<file path="config.mk">
export PLATFORM = sky130hd
export DESIGN_NAME = uart_rx
export DESIGN_NICKNAME = d
export VERILOG_FILES = /design/src/rtl/uart_rx.sv
export SDC_FILE = /design/constraint.sdc
export NUM_CORES = 1
export LEC_CHECK = 0
export ABC_AREA = 1
export BUFFER_PORTS_ARGS = -buffer_cell sky130_fd_sc_hd__buf_2
export CAP_MARGIN = 20
export CORE_ASPECT_RATIO = 0.75
export CORE_MARGIN = 3
export CORE_UTILIZATION = 61
export CTS_CLUSTER_DIAMETER = 150
export DETAILED_ROUTE_END_ITERATION = 6
export HOLD_SLACK_MARGIN = 0.05
export MAX_ROUTING_LAYER = met4
export PLACE_DENSITY = 0.92
export SETUP_SLACK_MARGIN = 0.1
export SYNTH_ARGS = -nofsm -noshare
export SYNTH_HDL_FRONTEND = slang
export SYNTH_SLANG_ARGS = --single-unit
</file>
<file path="constraint.sdc">
create_clock -name clk -period 2.59 [get_ports clk]
set_input_delay 0 -clock clk [delete_from_list [all_inputs] [get_ports clk]]
set_output_delay 0 -clock clk [all_outputs]
set_load 0.01 [all_outputs]
</file>
<file path="src/rtl/uart_rx.sv">
// rtl/uart_rx.sv - 8N1 UART receiver on a shared oversampling baud tick
// Optional stop-bit checking is enabled by defining RX_FRAME_ERR_EN.
module uart_rx #(
  parameter int DATA_BITS  = 8,
  parameter int OVERSAMPLE = 16
) (
  input  logic                 clk,
  input  logic                 rst,
  input  logic                 baud_rate,
  input  logic                 rx,
  output logic [DATA_BITS-1:0] d_out,
  output logic                 rx_done,
  output logic                 frame_err
);

  localparam int TW = $clog2(OVERSAMPLE);
  localparam int BW = $clog2(DATA_BITS + 1);

  typedef enum logic [1:0] {IDLE, START, DATA, STOP} state_t;

  state_t               state;
  state_t               state_nxt;
  logic [1:0]           sync;
  logic                 rx_s;
  logic                 armed;
  logic [TW-1:0]        tick_cnt;
  logic [BW-1:0]        bit_cnt;
  logic [DATA_BITS-1:0] shift;
  logic                 start_pt;
  logic                 bit_pt;
  logic                 last_bit;
  logic                 done_set;

  assign rx_s     = sync[1];
  // The start tick T0 is itself the first start-bit tick, so mid-bit lands one count early.
  assign start_pt = (tick_cnt == TW'(OVERSAMPLE / 2 - 2));
  assign bit_pt   = (tick_cnt == TW'(OVERSAMPLE - 1));
  assign last_bit = (bit_cnt == BW'(DATA_BITS - 1));

  always_ff @(posedge clk or negedge rst) begin
    if (!rst) state <= IDLE;
    else      state <= state_nxt;
  end

  always_comb begin
    state_nxt = state;
    case (state)
      IDLE:    if (baud_rate && armed && !rx_s) state_nxt = START;
      START:   if (baud_rate && start_pt) state_nxt = rx_s ? IDLE : DATA;
      DATA:    if (baud_rate && bit_pt && last_bit) state_nxt = STOP;
      STOP:    if (baud_rate && bit_pt) state_nxt = IDLE;
      default: state_nxt = IDLE;
    endcase
  end

`ifdef RX_FRAME_ERR_EN
  logic err_set;

  always_comb begin
    done_set = 1'b0;
    err_set  = 1'b0;
    if (state == STOP && baud_rate && bit_pt) begin
      done_set = rx_s;
      err_set  = !rx_s;
    end
  end

  always_ff @(posedge clk or negedge rst) begin
    if (!rst) frame_err <= 1'b0;
    else      frame_err <= err_set;
  end
`else
  always_comb begin
    done_set = 1'b0;
    if (state == STOP && baud_rate && bit_pt) done_set = 1'b1;
  end

  assign frame_err = 1'b0;
`endif

  always_ff @(posedge clk or negedge rst) begin
    if (!rst) begin
      sync     <= 2'b11;
      armed    <= 1'b0;
      tick_cnt <= '0;
      bit_cnt  <= '0;
      shift    <= '0;
      d_out    <= '0;
      rx_done  <= 1'b0;
    end else begin
      sync    <= {sync[0], rx};
      rx_done <= done_set;
      if (done_set) d_out <= shift;
      case (state)
        IDLE: begin
          if (rx_s) armed <= 1'b1;
          if (baud_rate && armed && !rx_s) tick_cnt <= '0;
        end
        START: if (baud_rate) begin
          if (start_pt) begin
            tick_cnt <= '0;
            bit_cnt  <= '0;
          end else begin
            tick_cnt <= tick_cnt + 1'b1;
          end
        end
        DATA: if (baud_rate) begin
          if (bit_pt) begin
            shift    <= {rx_s, shift[DATA_BITS-1:1]};
            tick_cnt <= '0;
            bit_cnt  <= bit_cnt + 1'b1;
          end else begin
            tick_cnt <= tick_cnt + 1'b1;
          end
        end
        STOP: if (baud_rate) begin
          if (bit_pt) begin
            tick_cnt <= '0;
            // A low stop bit leaves the receiver disarmed until the line idles high.
            armed    <= rx_s;
          end else begin
            tick_cnt <= tick_cnt + 1'b1;
          end
        end
        default: ;
      endcase
    end
  end

endmodule

</file>
==> reports/summary.txt, run 1 <==
Status -> finished clean
Core Footprint -> 2080 um^2
Register share of total power -> 0.517
DIE HEIGHT -> 47.5 um
Crit path required time -> 2800 ps
# diodes -> 0
Final hold violation count -> 0
Yosys cell types -> 24
Worst Setup End Kind -> flop
Via/cell ratio -> 5.47
Worst setup path category -> reg2reg
Worst R2R Start -> tick_cnt[1]$_DFFE_PN0P_
Post-synth top area share -> 0.500
Max-slew violation count -> 0
Final Critical Period -> 1520 ps
Clock sink total -> 30
DPL Wire Length -> 1.94 mm
All-layer global routing usage -> 0.235
CP max FO -> 5
Postcts setup bufs -> 0
GP Congestion -> 0.888
Worst Hold Class -> in2reg
Yosys top cell by area -> dfrtp_1
Int Pwr -> 0.715 mW
Initial DRC Count -> 74
Die width -> 61.3 um
Final setup fails -> 0
Critical Path Source -> tick_cnt[1]$_DFFE_PN0P_
DR vias -> 1,084
Clk slew on worst S/H paths -> 80 ps
Worst-margin pin slew -> 652 ps
Hold path startpoint -> baud_rate
Average routed wire per standard cell -> 13.7 um
First-pass GRT wire length -> 4.55 mm
Clock Skews -> 8.75 ps
Starting Density -> 0.672
Fmax -> 657 MHz
DRT Wirelength -> 2.71 mm
R2R setup slack -> 1070 ps
IO buf count -> 12
Synth Area per Inst -> 8.92 um^2
Cell Rows -> 14
Final period utilization -> 0.587
RSZ-0062 raised after global routing -> no
Grt ovf -> 0
Syn Nets -> 164
Net switching power -> 0.375 mW
Vias in the first global route -> 1,031
Power per cell area -> 712 nW/um^2
Clock share of power -> 0.247
Clock latency on the worst-skew pair -> 330 ps
Die area -> 2910 um^2
Leak Pwr -> 0.842 nW
Comb pwr share -> 0.236
Post-CTS Resized -> 0
Synth Warn # -> 0
NumNets Final -> 182
Number of antenna violations at the first check in global routing -> 0
Max VDD drop -> 0.000505 V
Pin count of the biggest net entering global routing -> 31
Nature of the critical path startpoint -> flop
Total negative slack -> 0 ps
Pwr Total -> 1.09 mW
P&R area growth vs syn -> 9.38%
Netlist Area Pre-Place -> 1400 um^2
Total of max-cap violations -> 0
Clk buf depth -> 2
Synth area leaders -> dfrtp_1, nand2_1, inv_1
Post-synthesis sequential area ratio -> 0.538
CP Data Arrival Time -> 1730 ps
CTS tree -> built
# DRC -> 0
Switching Share -> 0.344
Routed Antenna Nets -> 0
Share of layout cells above drive strength 1 -> 0.195
Pre-Repair DR Iteration Count -> 5
Mapped Cells -> 157
CTS Buf Count -> 5
# IOs -> 14
Synthesis-stage register bit count -> 30
H-tree depth -> 2
Root buf cell -> clkbuf_4
Relative slew slack -> 0.565
-- final timing paths --
| check | cells after the start | to |
|---|---|---|
| hold reg to reg | 0 | sync[1]$_DFF_PN1_ |
| hold / removal | 5 | state[0]$_DFFE_PN0P_ |
| setup reg to reg | 6 | bit_cnt[0]$_DFFE_PN0P_ |
| min in group asynchronous | 2 | bit_cnt[2]$_DFFE_PN0P_ |
| setup / recovery | 6 | bit_cnt[0]$_DFFE_PN0P_ |
| max in group asynchronous | 2 | armed$_DFFE_PN0P_ |
-- cells by family after synthesis --
group / share of synthesized area
buffers and inverters: 0.0804
adders and majority gates: 0.0268
and+or+nand+nor: 0.227
other: 0.00268
DFF: 0.538
AOI/OAI and AO/OA: 0.113
xor gates and xnor gates: 0.0125
-- metrics by stage --
step	worst slack [ps]	utilization	cells	hold slack (ps)	instance area [um^2]
floorplan	1310	-	157	-296	1400
global placement	1190	0.700	190	54.7	1460
detailed placement	1070	0.700	190	64.6	1460
CTS	1070	0.735	198	71.3	1530
global route	945	0.735	198	133	1530
finish	1070	0.735	198	85.6	1530
-- final cells by class --
type	instances	area, um^2
tap	24	30.0
multi-input combinational	102	534
fill	153	553
inverter	22	82.6
clock buffer	6	51.3
sequential	30	753
timing repair buffer	14	80.1
-- cells in the final DEF (no fill, tap or decap), types with 2 or more instances in the layout --
cell	count
a21oi_1	2
buf_2	12
clkbuf_4	5
dfrtp_1	28
dfstp_2	2
dlygate4sd3_1	2
ha_1	3
inv_1	21
nand2_1	46
nand3_1	10
nor2_1	8
o21ai_0	11
o21ai_1	2
o21ai_2	8
o22ai_1	2
xor2_1	2
-- flip-flops by register name (all words and copies together), names as in the netlist, named ones only --
signal,cells
tick_cnt,4
rx_done,1
state,1
sync,2
armed,1
d_out,8
shift,8
bit_cnt,4
-- synthesized netlist by cell type --
| master | n |
|---|---|
| o21ai_2 | 8 |
| nor3b_1 | 1 |
| nand4_1 | 1 |
| o21ai_1 | 2 |
| inv_1 | 21 |
| buf_6 | 2 |
| xor2_1 | 2 |
| nor2_2 | 1 |
| dfstp_2 | 2 |
| a21oi_1 | 2 |
| nand2_2 | 1 |
| nor2_4 | 1 |
| nand2_1 | 46 |
| nor2_1 | 8 |
| inv_2 | 1 |
| nand4_4 | 1 |
| conb_1 | 1 |
| nand3_1 | 10 |
| o22ai_1 | 2 |
| dfrtp_1 | 28 |
| o21ai_0 | 11 |
| or2_2 | 1 |
| ha_1 | 3 |
| buf_4 | 1 |
-- worst max-delay path, stage by stage, from the launching register on --
cell     delay (ps)
dfrtp_1         400
ha_1            280
nand3_1         100
nand2_1         140
nand2_1         160
nor2_2          220
a21oi_1         100
-- power groups by stage --
stage               clock [mW]  combinational, mW  sequential (mW)
floorplan                    0              0.184            0.561
global placement             0              0.226            0.567
detailed placement           0              0.251            0.569
CTS                      0.276              0.253            0.561
global route             0.297              0.288            0.571
finish                   0.269              0.257            0.564
-- timing repair --
action	in CTS	in global routing
hold buffers	2	0
endpoints found under the setup margin	0	0
endpoints found under the hold margin	29	0
-- per-layer routing --
layer  share of wire  global-route usage  vias to the layer above  wire [um]
li1                -                   -                      531          -
met1            0.43               0.277                      502       1170
met2            0.50               0.348                       43       1340
met3           0.055              0.0755                        8        149
met4           0.015               0.152                        0         41
met5               0                   -                        -          0
No activity file was read; power rests on OpenSTA's default activity.
==> inputs of run 2 (changes only) <==
CORE_UTILIZATION = 51   (was 61)
PLACE_DENSITY = 0.83   (was 0.92)
clock period = 1.3 ns   (was 2.59 ns; I/O delays follow)
==> reports/summary.txt, run 2 (synthesis results as in run 1) <==
RSZ-0062 raised after global routing -> yes (was no)
Final instance area -> 1990 um^2 (was 1530 um^2)
Root buf cell -> clkbuf_8 (was clkbuf_4)
Status -> complete, but fails checks (was finished clean)
Clk buf depth -> 2 (unchanged)
Fin cells -> 225 (was 198)
Max-slew violation count -> 0 (unchanged)
Total of max-cap violations -> 0 (unchanged)
Worst Hold Class -> in2reg (unchanged)
Clk slew on worst S/H paths -> 60 ps (was 80 ps)
Worst setup margin -> -107 ps (was 1070 ps)
CTS Buf Count -> 5 (unchanged)
Vias in the first global route -> 1,092 (was 1,031)
# DRC -> 0 (unchanged)
Leak Pwr -> 0.994 nW (was 0.842 nW)
Starting Density -> 0.569 (was 0.672)
Most frequent cells in the layout -> nand2_1, dfrtp_1, inv_1 (unchanged)
Final period utilization -> 1.08 (was 0.587)
Clock latency on the worst-skew pair -> 290 ps (was 330 ps)
Pre-Repair DR Iteration Count -> 4 (was 5)
GP Congestion -> 0.954 (was 0.888)
IO buf count -> 12 (unchanged)
Pin count of the biggest net entering global routing -> 31 (unchanged)
Number of antenna violations at the first check in global routing -> 0 (unchanged)
Clock Skews -> 14.2 ps (was 8.75 ps)
Nature of the critical path startpoint -> flop (unchanged)
Cell Rows -> 15 (was 14)
Met2 usage -> 0.329 (was 0.348)
DPL Wire Length -> 1.83 mm (was 1.94 mm)
DR vias -> 1,266 (was 1,084)
Grt ovf -> 0 (unchanged)
DP Cell Count -> 205 (was 190)
Hold path cells -> 5 (unchanged)
Crit path required time -> 1460 ps (was 2800 ps)
Commonest non-fill, non-tap cell in the layout -> nand2_1 (unchanged)
Final core utilization -> 0.810 (was 0.735)
H-tree depth -> 2 (unchanged)
DIE HEIGHT -> 51.4 um (was 47.5 um)
Average routed wire per standard cell -> 17.5 um (was 13.7 um)
# diodes -> 0 (unchanged)
Die width -> 66.5 um (was 61.3 um)
Die area -> 3420 um^2 (was 2910 um^2)
Via/cell ratio -> 5.63 (was 5.47)
Final setup fails -> 24 (was 0)
Worst r2r path cells -> 5 (was 6)
First-pass GRT wire length -> 5.05 mm (was 4.55 mm)
All-layer global routing usage -> 0.214 (was 0.235)
Clock sink total -> 30 (unchanged)
NumNets Final -> 197 (was 182)
Failing checks -> setup timing
Hold slack -> 204 ps (was 85.6 ps)
Final Critical Period -> 1410 ps (was 1520 ps)
# IOs -> 14 (unchanged)
Power per cell area -> 1440 nW/um^2 (was 712 nW/um^2)
Initial DRC Count -> 194 (was 74)
CP Data Arrival Time -> 1570 ps (was 1730 ps)
Share of layout cells above drive strength 1 -> 0.487 (was 0.195)
CTS tree -> built (unchanged)
Placed cell areas -> 1550 um^2 (was 1460 um^2)
Core Footprint -> 2460 um^2 (was 2080 um^2)
M3 GR Usage -> 0.0681 (was 0.0755)
Routed Antenna Nets -> 0 (unchanged)
Top flop regs -> d_out x8, shift x8 (unchanged)
Pwr Total -> 2.87 mW (was 1.09 mW)
Fmax -> 711 MHz (was 657 MHz)
Worst setup path category -> reg2reg (unchanged)
Max VDD drop -> 0.00103 V (was 0.000505 V)
DRT Wirelength -> 3.93 mm (was 2.71 mm)
Global-route layer with the greatest usage -> met2 (unchanged)
Worst-margin pin slew -> 669 ps (was 652 ps)
Relative slew slack -> 0.554 (was 0.565)
CP max FO -> 8 (was 5)
Met1 capacity usage during global routing -> 0.249 (was 0.277)
Worst Setup End Kind -> flop (unchanged)
Final hold violation count -> 0 (unchanged)
P&R area growth vs syn -> 42.3% (was 9.38%)
==> run 2: cell types whose count changed in the layout (fill, tap and decap cells not counted), sizes merged <==
cell,previous run,this run
clkinv,0,1
clkbuf,6,9
inv,22,21
nand2,47,48
buf,12,25
==> run 2: where the power goes <==
part / total [mW] / switching (mW) / internal, mW
Clock: 0.714 / 0.335 / 0.379
Sequential: 1.18 / 0.148 / 1.03
Combinational: 0.979 / 0.621 / 0.359
Total: 2.87 / 1.10 / 1.77
==> run 2: area by class of cell <==
cell class,count,area [um^2]
Clock buffer,8,80.1
Fill cell,136,467
Inverter,22,97.6
Multi-Input combinational cell,103,781
Sequential cell,30,756
Tap cell,34,42.5
Timing Repair Buffer,28,235
==> run 2: final timing paths <==
path | from | endpoint | slack [ps]
max in group asynchronous | rst | tick_cnt[1]$_DFFE_PN0P_ | 530
worst min-delay path | baud_rate | state[0]$_DFFE_PN0P_ | 200
worst max-delay path | state[0]$_DFFE_PN0P_ | shift[7]$_DFFE_PN0P_ | -110
min in group asynchronous | rst | shift[1]$_DFFE_PN0P_ | 280
worst max register to register | state[0]$_DFFE_PN0P_ | shift[7]$_DFFE_PN0P_ | -110
worst min register to register | sync[0]$_DFF_PN1_ | sync[1]$_DFF_PN1_ | 360
==> run 2: critical path: stages (launching register included) <==
cell and delay, ps:
dfrtp_1 450, inv_1 150, nand2_1 190, nor2_4 240
clkbuf_16 210, o21ai_2 50
==> run 2: repair_timing <==
| action | in CTS | in global routing |
|---|---|---|
| buffers inserted | 3 | 5 |
| pin swaps | 5 | 12 |
| cloned | 1 | 1 |
| hold buffers | 2 | 0 |
| resized for setup | 27 | 39 |
| endpoints found under the setup margin | 26 | 28 |
| endpoints found under the hold margin | 29 | 0 |
==> run 2: layer usage <==
| layer | vias to the layer above | wire length [um] |
|---|---|---|
| met5 | - | 0 |
| met4 | 0 | 158 |
| met3 | 24 | 302 |
| met2 | 72 | 1850 |
| met1 | 605 | 1620 |
| li1 | 565 | - |
==> run 2: metrics by stage <==
step / setup TNS, ps / setup slack (ps)
finish: -1550 / -107
global route: -2610 / -160
CTS: 0 / 19.6
detailed placement: -15.4 / -10.8
global placement: 0 / 26.3
floorplan: 0 / 76.5
==> inputs of run 3 (changes only) <==
CELL_PAD_IN_SITES_DETAIL_PLACEMENT = 0   (was not set)
CELL_PAD_IN_SITES_GLOBAL_PLACEMENT = 2   (was not set)
CORE_UTILIZATION = 32   (was 51)
PLACE_DENSITY = 0.84   (was 0.83)
==> reports/summary.txt, run 3 (synthesis results as in run 1) <==
GP Congestion -> 0.823 (was 0.954)
Die width -> 82.4 um (was 66.5 um)
Relative slew slack -> 0.559 (was 0.554)
RSZ-0062 raised after global routing -> yes (unchanged)
# diodes -> 0 (unchanged)
FILL cells -> 389 (was 136)
Register share of total power -> 0.399 (was 0.410)
All-layer global routing usage -> 0.120 (was 0.214)
CTS Buf Count -> 5 (unchanged)
Int Pwr -> 1.91 mW (was 1.77 mW)
Final instance area -> 1950 um^2 (was 1990 um^2)
Pwr Total -> 2.93 mW (was 2.87 mW)
NumNets Final -> 197 (unchanged)
Clk slew on worst S/H paths -> 60 ps (about the same)
Pre-CTS WS -> -39.0 ps (was -10.8 ps)
Clock share of power -> 0.257 (was 0.249)
Clock latency on the worst-skew pair -> 280 ps (was 290 ps)
IO buf count -> 12 (unchanged)
CP max FO -> 8 (unchanged)
Worst setup margin -> 33.8 ps (was -107 ps)
Initial DRC Count -> 45 (was 194)
Clock Skews -> 3.45 ps (was 14.2 ps)
Final Critical Period -> 1270 ps (was 1410 ps)
Register Area -> 758 um^2 (was 756 um^2)
DIE HEIGHT -> 63.3 um (was 51.4 um)
Final period utilization -> 0.974 (was 1.08)
Fmax -> 790 MHz (was 711 MHz)
Nature of the critical path startpoint -> flop (unchanged)
Worst setup path category -> reg2reg (unchanged)
Clock sink total -> 30 (unchanged)
Hold path startpoint -> baud_rate (unchanged)
Total negative slack -> 0 ps (was -1550 ps)
Comb pwr share -> 0.343 (was 0.341)
Fin cells -> 246 (was 225)
Grt ovf -> 0 (unchanged)
Net switching power -> 1.02 mW (was 1.10 mW)
Top flop regs -> d_out x8, shift x8 (unchanged)
Starting Density -> 0.339 (was 0.569)
Root buf cell -> clkbuf_8 (unchanged)
Max-slew violation count -> 0 (unchanged)
DR vias -> 1,099 (was 1,266)
Total of max-cap violations -> 0 (unchanged)
DPL Wire Length -> 1.80 mm (was 1.83 mm)
Worst-margin pin slew -> 662 ps (was 669 ps)
Vias in the first global route -> 1,080 (was 1,092)
Switching Share -> 0.348 (was 0.384)
Commonest non-fill, non-tap cell in the layout -> nand2_1 (unchanged)
Routed Antenna Nets -> 0 (unchanged)
Final setup fails -> 0 (was 24)
Die area -> 5210 um^2 (was 3420 um^2)
Crit path required time -> 1470 ps (was 1460 ps)
Cell Rows -> 20 (was 15)
Critical Path Source -> tick_cnt[1]$_DFFE_PN0P_ (was state[0]$_DFFE_PN0P_)
Average routed wire per standard cell -> 11.9 um (was 17.5 um)
Worst R2R Start -> tick_cnt[1]$_DFFE_PN0P_ (was state[0]$_DFFE_PN0P_)
Core Footprint -> 4130 um^2 (was 2460 um^2)
# DRC -> 0 (unchanged)
Leak Pwr -> 0.974 nW (was 0.994 nW)
First-pass GRT wire length -> 4.63 mm (was 5.05 mm)
Placed cell areas -> 1590 um^2 (was 1550 um^2)
Final core utilization -> 0.473 (was 0.810)
DRT Wirelength -> 2.92 mm (was 3.93 mm)
CTS tree -> built (unchanged)
Number of antenna violations at the first check in global routing -> 0 (unchanged)
CP Data Arrival Time -> 1440 ps (was 1570 ps)
Hold slack -> 160 ps (was 204 ps)
Pre-Repair DR Iteration Count -> 4 (unchanged)
DP Cell Count -> 228 (was 205)
Share of layout cells above drive strength 1 -> 0.424 (was 0.487)
Power per cell area -> 1500 nW/um^2 (was 1440 nW/um^2)
H-tree depth -> 2 (unchanged)
Area of the multi-input gates -> 723 um^2 (was 781 um^2)
Clk buf depth -> 2 (unchanged)
Worst Setup End Kind -> flop (unchanged)
Most frequent cells in the layout -> nand2_1, dfrtp_1, inv_1 (unchanged)
# IOs -> 14 (unchanged)
Max VDD drop -> 0.000489 V (was 0.00103 V)
Pin count of the biggest net entering global routing -> 31 (unchanged)
Worst Hold Class -> in2reg (unchanged)
Via/cell ratio -> 4.47 (was 5.63)
Final hold violation count -> 0 (unchanged)
Status -> finished clean (was complete, but fails checks)
P&R area growth vs syn -> 39.5% (was 42.3%)
[run 3: changes by cell type in the layout (fill, tap and decap cells not counted), sizes merged]
cell and delta:
clkbuf -1, inv +1
[run 3: final cells by class]
class | instances | share of cell area
sequential | 30 | 0.388
clock inverter | 1 | 0.00256
multi-input combinational | 103 | 0.370
timing repair buffer | 28 | 0.116
tap | 55 | 0.0352
inverter | 22 | 0.0436
clock buffer | 7 | 0.0442
[run 3: worst paths after layout]
check | end | slack (ps) | cells after the start
setup / recovery | d_out[6]$_DFFE_PN0P_ | 30 | 6
hold / removal | bit_cnt[1]$_DFFE_PN0P_ | 160 | 4
setup reg to reg | d_out[6]$_DFFE_PN0P_ | 30 | 6
hold reg to reg | sync[1]$_DFF_PN1_ | 360 | 0
max in group asynchronous | asynchronous set/reset pin | 540 | 2
min in group asynchronous | shift[2]$_DFFE_PN0P_ | 290 | 2
[run 3: critical path, stage by stage (launching register included)]
cell and delay [ps]:
dfrtp_2 410, ha_4 170, nand4_4 130, inv_2 180, nand2_4 130, nand2_2 90
o21ai_2 40
[run 3: power groups by stage]
stage	clock network, mW	registers (mW)	logic (mW)
floorplan	0	1.13	0.382
global placement	0	1.14	0.593
detailed placement	0	1.14	0.594
CTS	0.785	1.13	0.770
global route	0.821	1.19	1.11
finish	0.753	1.17	1.00
[run 3: repair_timing]
item / 4_1_cts / 5_1_grt
resized for setup: 21 / 24
buffers inserted: 4 / 3
hold buffers: 2 / 0
endpoints found under the setup margin: 26 / 28
cloned: 0 / 2
hold endpoints to repair: 29 / 0
pin swaps: 7 / 4
[run 3: metal layers]
layer | share of wire | GRT usage
met1 | 0.50 | 0.149
met2 | 0.45 | 0.176
met3 | 0.036 | 0.0400
met4 | 0.013 | 0.0539
met5 | 0 | -
